`config.mk`:
```
export PLATFORM = sky130hd
export DESIGN_NAME = mult_div_unit
export DESIGN_NICKNAME = d
export VERILOG_FILES = /design/src/rtl/mult_div_unit.sv
export SDC_FILE = /design/constraint.sdc
export NUM_CORES = 1
export LEC_CHECK = 0
export ABC_AREA = 1
export CAP_MARGIN = 40
export CELL_PAD_IN_SITES_DETAIL_PLACEMENT = 0
export CELL_PAD_IN_SITES_GLOBAL_PLACEMENT = 1
export CORE_MARGIN = 2
export CORE_UTILIZATION = 42
export DETAILED_ROUTE_END_ITERATION = 6
export PLACE_DENSITY_LB_ADDON = 0.1
export SLEW_MARGIN = 20
export SYNTH_ARGS = -nofsm -noshare
export SYNTH_HDL_FRONTEND = slang
export SYNTH_SLANG_ARGS = --single-unit
```
`constraint.sdc`:
```
create_clock -name i_clk -period 2.8 [get_ports i_clk]
set_input_delay 0.56 -clock i_clk [delete_from_list [all_inputs] [get_ports i_clk]]
set_output_delay 0.56 -clock i_clk [all_outputs]
set_load 0.1 [all_outputs]
```
`src/rtl/mult_div_unit.sv`:
```
// Iterative HI/LO multiply/divide unit: 32-step shift-add multiply and restoring
// divide on operand magnitudes, with sign correction applied in one final cycle.
module mult_div_unit #(
   parameter int WIDTH = 32
) (
   input  logic             i_clk,
   input  logic             i_reset_n,
   input  logic             i_start,
   input  logic [1:0]       i_op,
   input  logic [WIDTH-1:0] i_operand_a,
   input  logic [WIDTH-1:0] i_operand_b,
   input  logic             i_hi_we,
   input  logic             i_lo_we,
   input  logic [WIDTH-1:0] i_wr_data,
   output logic [WIDTH-1:0] o_hi,
   output logic [WIDTH-1:0] o_lo,
   output logic             o_busy,
   output logic             o_done
);

   localparam int CW = $clog2(WIDTH) + 1;
   localparam logic [CW-1:0] LAST_CNT = CW'(WIDTH - 1);

   typedef enum logic [1:0] {
      S_IDLE,
      S_ITER,
      S_FINISH
   } state_t;

   state_t             r_state;
   state_t             w_state_next;
   logic               w_busy;

   logic [CW-1:0]      r_cnt;
   logic               r_is_div;
   logic               r_neg_q;
   logic               r_neg_r;
   logic               r_div_zero;
   logic [WIDTH-1:0]   r_opnd;
   logic [WIDTH-1:0]   r_raw_a;
   logic [2*WIDTH-1:0] r_acc;
   logic [WIDTH-1:0]   r_rem;
   logic [WIDTH-1:0]   r_hi;
   logic [WIDTH-1:0]   r_lo;
   logic               r_done;

   logic               w_signed;
   logic               w_a_neg;
   logic               w_b_neg;
   logic [WIDTH-1:0]   w_a_abs;
   logic [WIDTH-1:0]   w_b_abs;

   logic [WIDTH:0]     w_mul_sum;
   logic [2*WIDTH-1:0] w_mul_next;
   logic [WIDTH:0]     w_shift;
   logic               w_ge;
   logic [WIDTH-1:0]   w_diff;
   logic [WIDTH-1:0]   w_rem_next;

   logic [2*WIDTH-1:0] w_prod;
   logic [WIDTH-1:0]   w_quo;
   logic [WIDTH-1:0]   w_rem;

   // Operand conditioning: op[0]=1 selects the unsigned variants.
   assign w_signed = ~i_op[0];
   assign w_a_neg  = w_signed & i_operand_a[WIDTH-1];
   assign w_b_neg  = w_signed & i_operand_b[WIDTH-1];
   assign w_a_abs  = w_a_neg ? (~i_operand_a + 1'b1) : i_operand_a;
   assign w_b_abs  = w_b_neg ? (~i_operand_b + 1'b1) : i_operand_b;

   // Multiply step: the low half of r_acc holds the multiplier and shifts out
   // one bit per step while the product grows in from the top.
   assign w_mul_sum  = {1'b0, r_acc[2*WIDTH-1:WIDTH]} + (r_acc[0] ? {1'b0, r_opnd} : {(WIDTH+1){1'b0}});
   assign w_mul_next = {w_mul_sum, r_acc[WIDTH-1:1]};

   // Divide step: the low half of r_acc holds the dividend and collects
   // quotient bits; the shifted remainder needs one extra bit for the compare.
   assign w_shift    = {r_rem, r_acc[WIDTH-1]};
   assign w_ge       = (w_shift >= {1'b0, r_opnd});
   assign w_diff     = w_shift[WIDTH-1:0] - r_opnd;
   assign w_rem_next = w_ge ? w_diff : w_shift[WIDTH-1:0];

   assign w_prod = r_neg_q ? (~r_acc + 1'b1) : r_acc;
   assign w_quo  = r_neg_q ? (~r_acc[WIDTH-1:0] + 1'b1) : r_acc[WIDTH-1:0];
   assign w_rem  = r_neg_r ? (~r_rem + 1'b1) : r_rem;

   always_ff @(posedge i_clk or negedge i_reset_n) begin
      if (!i_reset_n) begin
         r_state <= S_IDLE;
      end else begin
         r_state <= w_state_next;
      end
   end

   always_comb begin
      w_state_next = r_state;
      w_busy       = 1'b0;
      case (r_state)
         S_IDLE: begin
            if (i_start) begin
               w_state_next = S_ITER;
            end
         end
         S_ITER: begin
            w_busy = 1'b1;
            if (r_cnt == LAST_CNT) begin
               w_state_next = S_FINISH;
            end
         end
         S_FINISH: begin
            w_busy       = 1'b1;
            w_state_next = S_IDLE;
         end
         default: begin
            w_state_next = S_IDLE;
         end
      endcase
   end

   always_ff @(posedge i_clk or negedge i_reset_n) begin
      if (!i_reset_n) begin
         r_cnt      <= '0;
         r_is_div   <= 1'b0;
         r_neg_q    <= 1'b0;
         r_neg_r    <= 1'b0;
         r_div_zero <= 1'b0;
         r_opnd     <= '0;
         r_raw_a    <= '0;
         r_acc      <= '0;
         r_rem      <= '0;
         r_hi       <= '0;
         r_lo       <= '0;
         r_done     <= 1'b0;
      end else begin
         r_done <= (r_state == S_FINISH);
         case (r_state)
            S_IDLE: begin
               if (i_start) begin
                  // An accepted start takes priority over MTHI/MTLO.
                  r_cnt      <= '0;
                  r_is_div   <= i_op[1];
                  r_neg_q    <= w_a_neg ^ w_b_neg;
                  r_neg_r    <= w_a_neg;
                  r_div_zero <= (i_operand_b == '0);
                  r_raw_a    <= i_operand_a;
                  r_rem      <= '0;
                  if (i_op[1]) begin
                     r_opnd <= w_b_abs;
                     r_acc  <= {{WIDTH{1'b0}}, w_a_abs};
                  end else begin
                     r_opnd <= w_a_abs;
                     r_acc  <= {{WIDTH{1'b0}}, w_b_abs};
                  end
               end else begin
                  if (i_hi_we) begin
                     r_hi <= i_wr_data;
                  end
                  if (i_lo_we) begin
                     r_lo <= i_wr_data;
                  end
               end
            end
            S_ITER: begin
               r_cnt <= r_cnt + 1'b1;
               if (r_is_div) begin
                  r_rem             <= w_rem_next;
                  r_acc[WIDTH-1:0]  <= {r_acc[WIDTH-2:0], w_ge};
               end else begin
                  r_acc <= w_mul_next;
               end
            end
            S_FINISH: begin
               if (r_is_div) begin
                  // Divide by zero returns all-ones quotient and the raw dividend.
                  if (r_div_zero) begin
                     r_lo <= '1;
                     r_hi <= r_raw_a;
                  end else begin
                     r_lo <= w_quo;
                     r_hi <= w_rem;
                  end
               end else begin
                  r_hi <= w_prod[2*WIDTH-1:WIDTH];
                  r_lo <= w_prod[WIDTH-1:0];
               end
            end
            default: begin
               r_cnt <= '0;
            end
         endcase
      end
   end

   assign o_hi   = r_hi;
   assign o_lo   = r_lo;
   assign o_busy = w_busy;
   assign o_done = r_done;

endmodule

```
Word level (Yosys, flattened, before mapping)
Cells that the tools add are included.

operators by class
  $add $sub $neg = 8
  equal/unequal tests = 10
  reductions and logical operators = 13
  magnitude comparators = 1
  bitwise logic cells = 10
  multiplexer cells = 32

operators with widths
  kind                                            count
  two-way mux 32 bit                              20
  case mux 32 bit (2 select lines)                3
  adder 32 x 1 -> 32 bit (second input constant)  4
  two-way mux 64 bit                              2
  NOT 32 bit                                      4
  case mux 64 bit (2 select lines)                1
  adder 64 x 1 -> 64 bit (second input constant)  1
  NOT 64 bit                                      1
  adder 32 x 32 -> 33 bit                         1
  greater-or-equal comparator 33 x 32 -> 1 bit    1
  logical NOT 32 bit                              1
  subtractor 32 bit                               1
  case mux 6 bit (3 select lines)                 1
  inequality test 2 bit (second input constant)   7
  AND reduction 3 bit                             4
  AND reduction 2 bit                             4
  adder 6 x 1 -> 6 bit (second input constant)    1
  == test 6 x 5 -> 1 bit (second input constant)  1
  two-way mux 6 bit                               1
  two-way mux 2 bit                               2
  case mux 2 bit (2 select lines)                 1
  nonzero test 2 bit                              2
  AND 1 bit                                       2
  == test 2 x 1 -> 1 bit (second input constant)  1
  other kinds (6)                                 7

word-level totals
  word-level logic and storage cells = 88
  flip-flop bits (word level) = 237

Longest topological paths before layout
  depth after elaboration = 6
  mapped depth = 19

Worst setup path before layout
OpenSTA, ideal clock, no wires.

  path kind = register to register
  start = register r_acc[0]
  end = register r_acc[57]
  path slack = 0.281 ns
  data arrival time = 2.402 ns
  clock period less this slack = 2.519 ns
  required time = 2.683 ns
  library setup time = 0.117 ns
  buffers on the path = 2
  stages on the path, launching flop included = 20
  path through = dfrtp_1 buf_2 clkbuf_1 nand2_1 inv_1 ha_1 inv_1 fa_1 inv_1 nand3_1 nand3_1 a21oi_1 o21ai_0 nand2_1 nand2_1 nand2_1 nand2_1 nand2_1 nand3_1 nand2_1

on the way
  cells in the longest elaborated chain, start to end = 4

RTL lines
  what                              line  text
  start: declaration                41    logic [2*WIDTH-1:0] r_acc;
  start signal: assignment          149   r_acc <= {{WIDTH{1'b0}}, w_a_abs};
  start signal: assignment          152   r_acc <= {{WIDTH{1'b0}}, w_b_abs};
  start signal: indexed assignment  167   r_acc[WIDTH-1:0] <= {r_acc[WIDTH-2:0], w_ge};
  two-way mux 32 bit                73    assign w_mul_sum = {1'b0, r_acc[2*WIDTH-1:WIDTH]} + (r_acc[0] ? {1'b0, r_opnd} : {(WIDTH+1){1'b0}});
  adder 32 x 32 -> 33 bit           73
  two-way mux 32 bit                165   if (r_is_div) begin
  case mux 64 bit (2 select lines)  136   case (r_state)

No other way between the ends. The select of a mux whose other input is x is not followed.
A chain may end at the register's enable or synchronous reset.

Worst setup path in the final report
  start = register r_opnd[17]
  end = register r_rem[27]

on the way
  cells in the longest elaborated chain, start to end = 4
  elaborated cells between the ends (all ways) = 5
  those cells by class = add/sub (1); order compare (1); mux (3)

RTL lines
  what                                                                                      line    text
  start: declaration                                                                        39      logic [WIDTH-1:0] r_opnd;
  start signal: assignment                                                                  148     r_opnd <= w_b_abs;
  start signal: assignment                                                                  151     r_opnd <= w_a_abs;
  subtractor 32 bit / greater-or-equal comparator 33 x 32 -> 1 bit (equally long branches)  80, 79
  two-way mux 32 bit *                                                                      81      assign w_rem_next = w_ge ? w_diff : w_shift[WIDTH-1:0];
  two-way mux 32 bit *                                                                      165
  case mux 32 bit (2 select lines) *                                                        136
  end signal: assignment                                                                    166     r_rem <= w_rem_next;
  end: declaration                                                                          42      logic [WIDTH-1:0] r_rem;

Every way passes the cells marked *; elsewhere a longest branch is shown, timed or not. The select of a mux whose other input is x is not followed.

==> metrics.md <==
| Metric | Value |
|---|---|
| Reg2reg end | r_rem[27]$_DFFE_PN0P_ |
| Fillers | 5034 |
| Total nets after synthesis | 3532 |
| Vias in the first global route | 24.46k |
| Synth top area share | 28.44% |
| Max-slew violation count | 0 |
| GR met3 Demand/Resource | 10.07% |
| Status | finished with violations |
| Global route overflow | 0 |
| Largest cells by area after synthesis | dfrtp_1, nand2_1, nor2_1 |
| Total Routing Usage GR | 40.89% |
| DRC Markers | 0 |
| FF-to-FF setup slack | -0.02 ns |
| Critical path origin | r_opnd[17]$_DFFE_PN0P_ |
| Cts bufs inserted | 31 |
| ANT cells | 0 |
| Mapped Area | 0.02086 mm² |
| Fin cells | 4415 |
| Hold Slack | 0.4800 ns |
| Syn-to-layout area delta | 26.21% |
| Final Hold Violating Endpoints | 0 |
| CP required | 3.29 ns |
| Crit Path Max Fanout | 5 |
| Dpl ws | -0.2787 ns |
| Pwr Density | 1333 mW/mm² |
| Die height | 226.8 µm |
| Final GP Congestion | 1.092 |
| Max IR drop VDD | 0.6366 mV |
| Clock root buffer master | clkbuf_16 |
| Arrival @ worst endpoint | 3.31 ns |
| Clk sink count | 237 |
| Async SR Flop Fraction | 100.0% |
| M2 GR Usage | 63.25% |
| Vias | 25.80k |
| Minimum clock period | 2.822 ns |
| Setup Viol. Count Final | 1 |
| Syn Area/Cell | 6.216 µm² |
| CTS Buffer Depth | 3 |
| Largest net degree at the start of global routing | 77 |
| # rows | 81 |
| Initial Util | 42.61% |
| Leak | 13.13 nW |
| Worst Hold Class | in2async |
| Worst-margin pin slew | 0.7440 ns |
| DP Cell Count | 4354 |
| Power Total | 35.10 mW |
| Critical R2R Launch | r_opnd[17]$_DFFE_PN0P_ |
| GR Util met1 | 51.30% |
| Worst Setup Path Type | reg2reg |
| Final antenna-violating net count | 0 |
| Sequential cell area fraction in the yosys report | 28.44% |
| Iter 0 DRT Violations | 3285 |
| Fin nets | 3904 |
| First drt pass iteration count | 7 |
| Top cells by count, synth | nand2_1, nor2_1, inv_1, nand3_1, a21oi_1 |
| Sequential cell area | 0.005933 mm² |
| Core area | 0.04895 mm² |
| # port buffers | 168 |
| HPWL Detailed | 88050 µm |
| Slew HR | 49.87% |
| Dominant synthesized flop cell | dfrtp_1 |
| # IOs | 169 |
| Clock transition at path regs | 0.06 ns |
| Die width | 226.8 µm |
| Max Cap Viol | 0 |
| Grt peak-use layer | met2 |
| Vias per inst | 5.843 |
| Critical Path End | r_rem[27]$_DFFE_PN0P_ |
| TritonCTS clock tree | yes |
| Fin crit share | 100.8% |
| Area of the multi-input gates | 0.01309 mm² |
| Max Fclk | 354.4 MHz |
| Most common cell in the netlist | nand2_1 |
| Count of cell types in the netlist | 60 |
| Final WL | 106200 µm |
| Routed len/inst | 24.05 µm |
| Failing checks | negative setup slack |
| Share of cells above drive strength 1 | 13.70% |
| Post-synth EDFFs | 0 |
| Clk_skew | 0.02313 ns |
| Post-synthesis register bit count | 237 |
| Total die area | 0.05146 mm² |
| Clk_lat worst skew | 0.60 ns |
| H-tree levels | 1 |
| Number of antenna violations at the first check in global routing | 4 |
| Synth area leader | dfrtp_1 |
| First-pass GRT wire length | 155400 µm |
| Worst Setup Start Kind | register |
| Yosys Warn Count | 0 |
| Post-Syn Instances | 3355 |
| R2R depth | 14 |
| Setup ws final | -0.02154 ns |
| CP Capture Type | register |
logic make-up after synthesis:
kind of cell               after synthesis  synth area share (%)
AOI/OAI and AO/OA                      688                 18.77
xor gates and xnor gates                66                 2.772
adders and majority gates               74                 4.511
buffers and inverters                  494                 9.347
DFF                                    237                 28.44
and+or+nand+nor                       1796                 36.16
placed cells by master (no fill, tap or decap), types with 6 or more instances in the layout:
cell type        Yosys  final
nand3b_1            16     16
ha_1                72     67
nand2_2             12     14
xor2_1              51     51
clkdlybuf4s50_1      0    101
a221oi_1            25     25
a21oi_2              0      8
clkbuf_8             0      6
a22oi_1             20     20
o21ai_0            212    208
o21a_1              10     10
xnor2_1             15     15
inv_1              346    346
nand2_1            863    861
o211ai_1            21     21
inv_2               23     23
a21oi_1            262    254
nor2_1             505    501
buf_12               0     15
o221ai_1            17     17
bufinv_16            0      8
nor2_2              12     16
nand3_1            289    287
buf_4                6    338
nor2_4               9      9
dfrtp_1            237    235
a31oi_1              6      6
nor3_1              35     32
a2bb2oi_1            7      7
o21bai_1             7      7
o22ai_1             12     12
nand4_1             34     34
o21ai_1             56     58
clkbuf_16            0     31
a21o_1               9      9
critical path: stages (launching register included):
cell and delay, ns:
dfrtp_1 0.46, inv_1 0.14, ha_1 0.40, nand2_1 0.13
nor2_1 0.05, buf_4 0.13, buf_4 0.15, a21oi_1 0.47
buf_4 0.22, o21a_1 0.19, nand2_1 0.07, nand2_1 0.07
nand3_1 0.08, nand2_1 0.09, nand2_1 0.05
area by class of cell:
type | count | share of cell area, %
Multi-Input combinational cell | 2624 | 49.73
Sequential cell | 237 | 22.54
Timing Repair Buffer | 458 | 14.75
Inverter | 375 | 5.352
Clock buffer | 41 | 3.318
Tap cell | 664 | 3.156
Clock inverter | 16 | 1.150
how the worst min path moves through the flow:
stage | to | start | cells past startpoint
CTS | r_acc[58]$_DFFE_PN0P_ | i_reset_n | 2
floorplan | o_done$_DFF_PN0_ | i_reset_n | 0
global placement | r_raw_a[4]$_DFFE_PN0P_ | r_raw_a[4]$_DFFE_PN0P_ | 2
global route | o_done$_DFF_PN0_ | i_reset_n | 2
detailed placement | r_raw_a[21]$_DFFE_PN0P_ | r_raw_a[21]$_DFFE_PN0P_ | 2
finish | r_cnt[2]$_DFFE_PN0P_ | i_reset_n | 2
metrics by stage:
step / cell area [µm²] / setup TNS, ns / util (%)
detailed placement: 25020 / -1.603 / 51.12
CTS: 26220 / 0 / 53.55
finish: 26320 / -0.02154 / 53.77
global placement: 25020 / -1.439 / 51.12
global route: 26320 / -0.01490 / 53.77
floorplan: 20860 / 0 / -
power by group:
part           internal (mW)  switching [mW]  leakage [nW]
sequential              4.89            1.70          2.91
combinational           7.17            16.7          9.65
clock                   2.92            1.75         0.564
total                   15.0            20.1          13.1
registers in the layout (all words and copies together), names as in the netlist, 2 cells and up:
| name | count |
|---|---|
| r_cnt | 6 |
| r_rem | 32 |
| r_state | 2 |
| r_raw_a | 32 |
| r_acc | 64 |
| r_opnd | 32 |
| o_hi | 32 |
| o_lo | 32 |
metal layers:
metal | share of wire, % | wire length [µm]
met5 | 0.024 | 25
met4 | 7.3 | 7728
met1 | 39 | 41450
met3 | 10 | 10720
met2 | 44 | 46270
repair_timing:
action                     in CTS  in global routing
buffers inserted                0                  1
setup endpoints to repair       2                 28
pin swaps                       0                  1
resized for setup               2                 25
hold buffers                    1                  0
hold endpoints to repair       44                  0
(Power assumes the default switching activity.)
